## src/rtl/nest_keyword_checker_pkg.sv

```systemverilog
// Shared types, ASCII constants and character helpers for the begin/end nesting checker.
package nest_keyword_checker_pkg;

  typedef enum logic [3:0] {
    ST_IDLE  = 4'd0,
    ST_SKIP  = 4'd1,
    ST_B     = 4'd2,
    ST_BE    = 4'd3,
    ST_BEG   = 4'd4,
    ST_BEGI  = 4'd5,
    ST_BEGIN = 4'd6,
    ST_E     = 4'd7,
    ST_EN    = 4'd8,
    ST_END   = 4'd9
  } state_t;

  localparam logic [7:0] CH_SPACE = 8'h20;
  localparam logic [7:0] CH_TAB   = 8'h09;
  localparam logic [7:0] CH_LF    = 8'h0A;
  localparam logic [7:0] CH_CR    = 8'h0D;
  localparam logic [7:0] CH_B     = 8'h62;
  localparam logic [7:0] CH_E     = 8'h65;
  localparam logic [7:0] CH_G     = 8'h67;
  localparam logic [7:0] CH_I     = 8'h69;
  localparam logic [7:0] CH_N     = 8'h6E;
  localparam logic [7:0] CH_D     = 8'h64;

  function automatic logic is_delim(input logic [7:0] c, input logic ext);
    if (c == CH_SPACE) return 1'b1;
    if (ext && (c == CH_TAB || c == CH_LF || c == CH_CR)) return 1'b1;
    return 1'b0;
  endfunction

  function automatic logic [7:0] to_lower(input logic [7:0] c, input logic fold);
    if (fold && c >= 8'h41 && c <= 8'h5A) return c + 8'h20;
    return c;
  endfunction

endpackage

```

## src/rtl/nest_keyword_checker_depth_counter.sv

```systemverilog
// Saturating nesting-depth counter with sticky underflow/overflow flags.
module nest_depth_counter
  import nest_keyword_checker_pkg::*;
#(
  parameter int DEPTH_W   = 8,
  parameter int MAX_DEPTH = 255
) (
  input  logic               clk,
  input  logic               reset_n,
  input  logic               clear,
  input  logic               inc,
  input  logic               dec,
  output logic [DEPTH_W-1:0] depth,
  output logic               err_underflow,
  output logic               err_overflow
);

  localparam logic [DEPTH_W-1:0] MAX_D = DEPTH_W'(MAX_DEPTH);
  localparam logic [DEPTH_W-1:0] ONE   = DEPTH_W'(1);
  localparam logic [DEPTH_W-1:0] ZERO  = '0;

  logic [DEPTH_W-1:0] depth_reg;
  logic               underflow_reg;
  logic               overflow_reg;

  always_ff @(posedge clk or negedge reset_n) begin
    if (!reset_n) begin
      depth_reg     <= ZERO;
      underflow_reg <= 1'b0;
      overflow_reg  <= 1'b0;
    end else if (clear) begin
      depth_reg     <= ZERO;
      underflow_reg <= 1'b0;
      overflow_reg  <= 1'b0;
    end else if (inc) begin
      // Depth holds at the limit; only the sticky flag records the attempt.
      if (depth_reg == MAX_D) overflow_reg <= 1'b1;
      else                    depth_reg    <= depth_reg + ONE;
    end else if (dec) begin
      if (depth_reg == ZERO) underflow_reg <= 1'b1;
      else                   depth_reg     <= depth_reg - ONE;
    end
  end

  assign depth         = depth_reg;
  assign err_underflow = underflow_reg;
  assign err_overflow  = overflow_reg;

endmodule

```

## config.mk

```make
export PLATFORM = sky130hd
export DESIGN_NAME = nest_depth_counter
export DESIGN_NICKNAME = d
export VERILOG_FILES = /design/src/rtl/nest_keyword_checker_pkg.sv /design/src/rtl/nest_keyword_checker_depth_counter.sv
export SDC_FILE = /design/constraint.sdc
export NUM_CORES = 1
export LEC_CHECK = 0
export BUFFER_PORTS_ARGS = -buffer_cell sky130_fd_sc_hd__buf_2
export CORE_UTILIZATION = 47
export DETAILED_ROUTE_END_ITERATION = 10
export GPL_ROUTABILITY_DRIVEN = 0
export PLACE_DENSITY = 0.75
export SYNTH_ARGS = -nofsm -noshare
export SYNTH_HDL_FRONTEND = slang
export SYNTH_SLANG_ARGS = --single-unit
```

## constraint.sdc

```tcl
create_clock -name clk -period 1.8 [get_ports clk]
set_input_delay 0.36 -clock clk [delete_from_list [all_inputs] [get_ports clk]]
set_output_delay 0.36 -clock clk [all_outputs]
set_load 0.05 [all_outputs]
```

# Word-level counts from Yosys, hierarchy flattened
# Cells that the tools add are included.
# Widths: inputs -> output; s select.
[totals] inputBits=5 word_cells=30 out_inout_bits=10 regBits=10
[op_classes] add_sub_neg=2 reduce_logical=9 eq_ne=4 mux=12
[op_table] op="$mux 8" count=5
[op_table] op="$add 8x1->8 const B" count=1
[op_table] op="$eq 8x8->1 const B" count=1
[op_table] op="$logic_not 8->1" count=1
[op_table] op="$reduce_bool 2->1" count=4
[op_table] op="$sub 8x1->8 const B" count=1
[op_table] op="$mux 1" count=7
[op_table] op="$ne 3x3->1 const B" count=2
[op_table] op="$reduce_and 3->1" count=2
[op_table] op="$reduce_bool 3->1" count=1
[op_table] op="$ne 2x2->1 const B" count=1
[op_table] op="$reduce_and 2->1" count=1

# Depth between registers and ports, before layout
[logic_depth] depth_word=5 ltp_mapped=7 depth_no_buf=7

# Worst setup path after synthesis
# No wires, ideal clock.
[synth_path] path_type="register -> register" from="register depth_reg[2], in the netlist depth[2]" to="register depth_reg[6], in the netlist depth[6]" arrival_ns=2.114 setup_ns=0.122 required_time_ns=1.678 path_buffers=0 synth_period_minus_slack_ns=2.235 path_stages_with_launch=7 slack_ns=-0.435 cell_sequence="dfrtp_1 > ha_1 > nor2b_1 > o31a_1 > o21a_1 > or3_1 > a32o_1"
[synth_between] elab_chain_len=5 word_cells_on_any_way=12 classes_between="add/sub (2); eq/ne (3); mux (5); reduce/logical (2)"
[synth_rtl] item="start, declared" line="nest_keyword_checker_depth_counter.sv:22" text="logic [DEPTH_W-1:0] depth_reg;"
[synth_rtl] item="start signal, assigned" line="nest_keyword_checker_depth_counter.sv:38" text="else depth_reg <= depth_reg + ONE;"
[synth_rtl] item="start signal, assigned" line="nest_keyword_checker_depth_counter.sv:41" text="else depth_reg <= depth_reg - ONE;"
[synth_rtl] item="$sub 8x1->8" line="nest_keyword_checker_depth_counter.sv:41"
[synth_rtl] item="$mux 8" line="nest_keyword_checker_depth_counter.sv:40" text="if (depth_reg == ZERO) underflow_reg <= 1'b1;"
[synth_rtl] item="$mux 8" line="nest_keyword_checker_depth_counter.sv:39" text="end else if (dec) begin"
[synth_rtl] item="$mux 8" line="nest_keyword_checker_depth_counter.sv:35" text="end else if (inc) begin"
[synth_rtl] item="$mux 8" line="nest_keyword_checker_depth_counter.sv:31" text="end else if (clear) begin"
# Parallel ways exist; a longest one is shown, timed or not. The select of a mux whose other input is x is not followed.
# A chain may end at the register's enable or synchronous reset.

# Worst setup path in the final report
[layout_path] from="register depth_reg[1], in the netlist depth[1]" to="register depth_reg[6], in the netlist depth[6]"
# The elaborated chain is that of the path after synthesis.

==> impl_metrics.json <==
{
  "seq_power_share": 0.221,
  "drt-initial-drc-count": 17,
  "syn_nets": 88,
  "status": "finished with violations",
  "post-place-ws_ns": -0.3799,
  "drive_gt1_frac": 0.6500,
  "ys_types": 34,
  "setup_slack_ns": -0.08011,
  "pwr-share-clk": 0.096,
  "cts_tree": "done",
  "crit_type": "reg2reg",
  "vias_per_cell": 5.846,
  "p_leak_nw": 0.5879,
  "ff2ff_path_depth": 7,
  "sw_frac_of_total": 0.4652,
  "layout_common_cells": "buf_4 (20), buf_2 (13), buf_6 (8)",
  "numCtsBuffers": 3,
  "violations": "setup timing",
  "finalNonFillerCells": 136,
  "wirelength_microns": 2309,
  "core_area_sq_mm": 0.001506,
  "worst_skew_pair.late_latency_ns": 0.28,
  "ys_ff_latch": 10,
  "syn_inst": 76,
  "grt_max_degree": 11,
  "largest_reg_flops": 8,
  "finalCritPeriodShare": 1.045,
  "clk_pin_slew_ns": 0.06,
  "slew_headroom": 0.7707,
  "ios": 15,
  "netlist_area_sq_um": 755.7,
  "rows": 14,
  "cp-end-kind": "register",
  "crit_required_ns": 1.97,
  "synth_area_per_cell_sq_um": 9.944,
  "drv_slew": 0,
  "dr.pass1.iters": 4,
  "die_w_microns": 42.10,
  "drc": 0,
  "combinationalPowerShare": 0.683,
  "critPathSlowestCell": "dfrtp_2",
  "root_buffer": "clkbuf_4",
  "ys.warnings.count": 0,
  "clock_sinks": 10,
  "p_int_w": 0.0009612,
  "min_path_type": "in2reg",
  "cp.depth": 7,
  "grt_setup_unrepaired": "yes",
  "die_area_sq_mm": 0.001772,
  "first_global_vias": 715,
  "slowest_delay_ns": 0.47,
  "placed_cells_incl_taps": 125,
  "power_switching_w": 0.0008361,
  "r2r_setup_slack_ns": -0.08,
  "worstHoldPathCells": 2,
  "track_usage": 0.2847,
  "max_freq_ghz": 0.5319,
  "overflow": 0,
  "synth.yosys.seq_area_share": 0.3311,
  "tightest_slew_ns": 0.3413,
  "setup.worst_path.start_class": "register",
  "drv_cap": 0,
  "fin_skew_ns": 0.001752,
  "fin_crit_ns": 1.880,
  "fin_nets": 133,
  "htreeDepth": 1,
  "vias": 795,
  "crit_fanout": 4,
  "power.density_mw_per_mm2": 1463,
  "fin_util": 0.8156,
  "grt_pass1_wl_microns": 3567,
  "crit_chain": "inv_2, fa_2, nor2b_4, o31a_1, o21a_1, or3_1, a32o_1",
  "antenna_cells": 0,
  "irDropWorstVdd_mv": 0.9073,
  "dp_hpwl_microns": 1554,
  "setup_viol": 3,
  "wl_per_cell_microns": 16.98,
  "mostFrequentLayoutCell": "buf_4",
  "start_util": 0.5017,
  "portBuffers": 14,
  "cp.arrival_ns": 2.05,
  "die_height_microns": 42.10,
  "finalHoldViolations": 0,
  "drtAntennaViolNets": 0,
  "cp_num_buf_inv": 1,
  "cts_buffer_depth": 2,
  "antenna_found_initial": 0,
  "syn_to_final_growth_pct": 62.58,
  "cp_top_family": "compound AO/OA/AOI/OAI gates"
}
[stage by stage]
stage               setup TNS (ns)  power (W)  cell area (sq um)  hold WS [ns]
finish                     -0.2268   0.001797               1229        0.3452
global route               -0.7572   0.001907               1229        0.3439
CTS                        -0.3388   0.001657               1120        0.3363
detailed placement          -1.060   0.001416               1013        0.2338
global placement           -0.7492   0.001387               1013        0.2318
floorplan                  -0.4253   0.001054              788.3       0.06441
[worst reg2reg max path, stage by stage (launching register included)]
cell and delay, ns:
dfrtp_2 0.47, inv_2 0.08, fa_2 0.22, nor2b_4 0.05, o31a_1 0.26, o21a_1 0.18, or3_1 0.30, a32o_1 0.22
[worst paths after layout]
check,endpoint,from
worst max-delay path,depth[6]$_DFFE_PN0P_,depth[1]$_DFFE_PN0P_
worst min-delay path,err_underflow$_DFFE_PN0P_,clear
worst max register to register,depth[6]$_DFFE_PN0P_,depth[1]$_DFFE_PN0P_
worst min register to register,err_overflow$_DFFE_PN0P_,err_overflow$_DFFE_PN0P_
max in group asynchronous,depth[3]$_DFFE_PN0P_,reset_n
min in group asynchronous,depth[7]$_DFFE_PN0P_,reset_n
[layer usage]
metal / vias up / part of all wire / global-route usage
met1: 392 / 0.43 / 0.3518
met3: 5 / 0.032 / 0.07759
met2: 17 / 0.52 / 0.4531
met4: 0 / 0.022 / 0.1500
met5: - / 0 / 0
li1: 381 / - / -
[power by group through the flow]
| stage | sequential, W | clock [W] | combinational [W] |
|---|---|---|---|
| after floorplan | 0.000614 | 0 | 0.000440 |
| after detailed placement | 0.000377 | 0 | 0.00104 |
| after global placement | 0.000374 | 0 | 0.00101 |
| after CTS | 0.000385 | 0.000170 | 0.00110 |
| after global routing | 0.000405 | 0.000187 | 0.00131 |
| final | 0.000397 | 0.000172 | 0.00123 |
[logic make-up (layout without fill, tap and decap cells)]
family	after synthesis	count (layout)	synth area share
compound gates	28	28	0.2881
flops	10	10	0.3311
fa+ha+maj	7	7	0.1258
buf+inv	6	50	0.04966
mux	1	1	0.01986
xor+xnor	2	2	0.02318
simple gates	22	22	0.1623
[cell usage after synthesis]
cell type,n,share of area
inv_1,4,0.020
nor2b_1,3,0.025
a31o_4,1,0.023
dfrtp_1,10,0.33
or4_4,2,0.030
or3_1,1,0.0083
buf_6,2,0.030
o21ai_0,3,0.020
nor2_2,1,0.0083
o31a_1,2,0.023
o31ai_1,3,0.030
o21ai_2,1,0.012
a21o_1,2,0.020
xor2_1,1,0.012
nand4_1,2,0.017
o211ai_1,1,0.0099
a21bo_2,1,0.013
nor3_1,2,0.013
xnor2_1,1,0.012
a21o_2,1,0.012
a31oi_1,1,0.0083
a211oi_1,1,0.0099
o41ai_1,2,0.023
a32oi_1,1,0.012
o21a_1,3,0.030
a32o_1,1,0.013
nand4b_1,1,0.012
mux2_4,1,0.020
ha_1,6,0.099
fa_1,1,0.026
nand2_1,6,0.030
a22oi_1,1,0.0099
a21oi_1,3,0.020
nor2_1,4,0.020
[layout make-up]
type                    instances  area [sq um]
flip-flops and latches         10         259.0
repair buffers                 42         315.3
fillers                        93         277.8
inverters                       4         18.77
multi-input cells              60         589.3
clock buffers                   4         26.28
well taps                      16         20.02
[timing repair]
action	4_1_cts	5_1_grt
endpoints found under the hold margin	10	0
setup endpoints to repair	7	8
gates cloned	0	1
pin swaps	5	11
buffers inserted	2	3
gates resized for setup	8	19
hold buffers	1	0
Note: power is estimated with default switching activity, not from simulation.
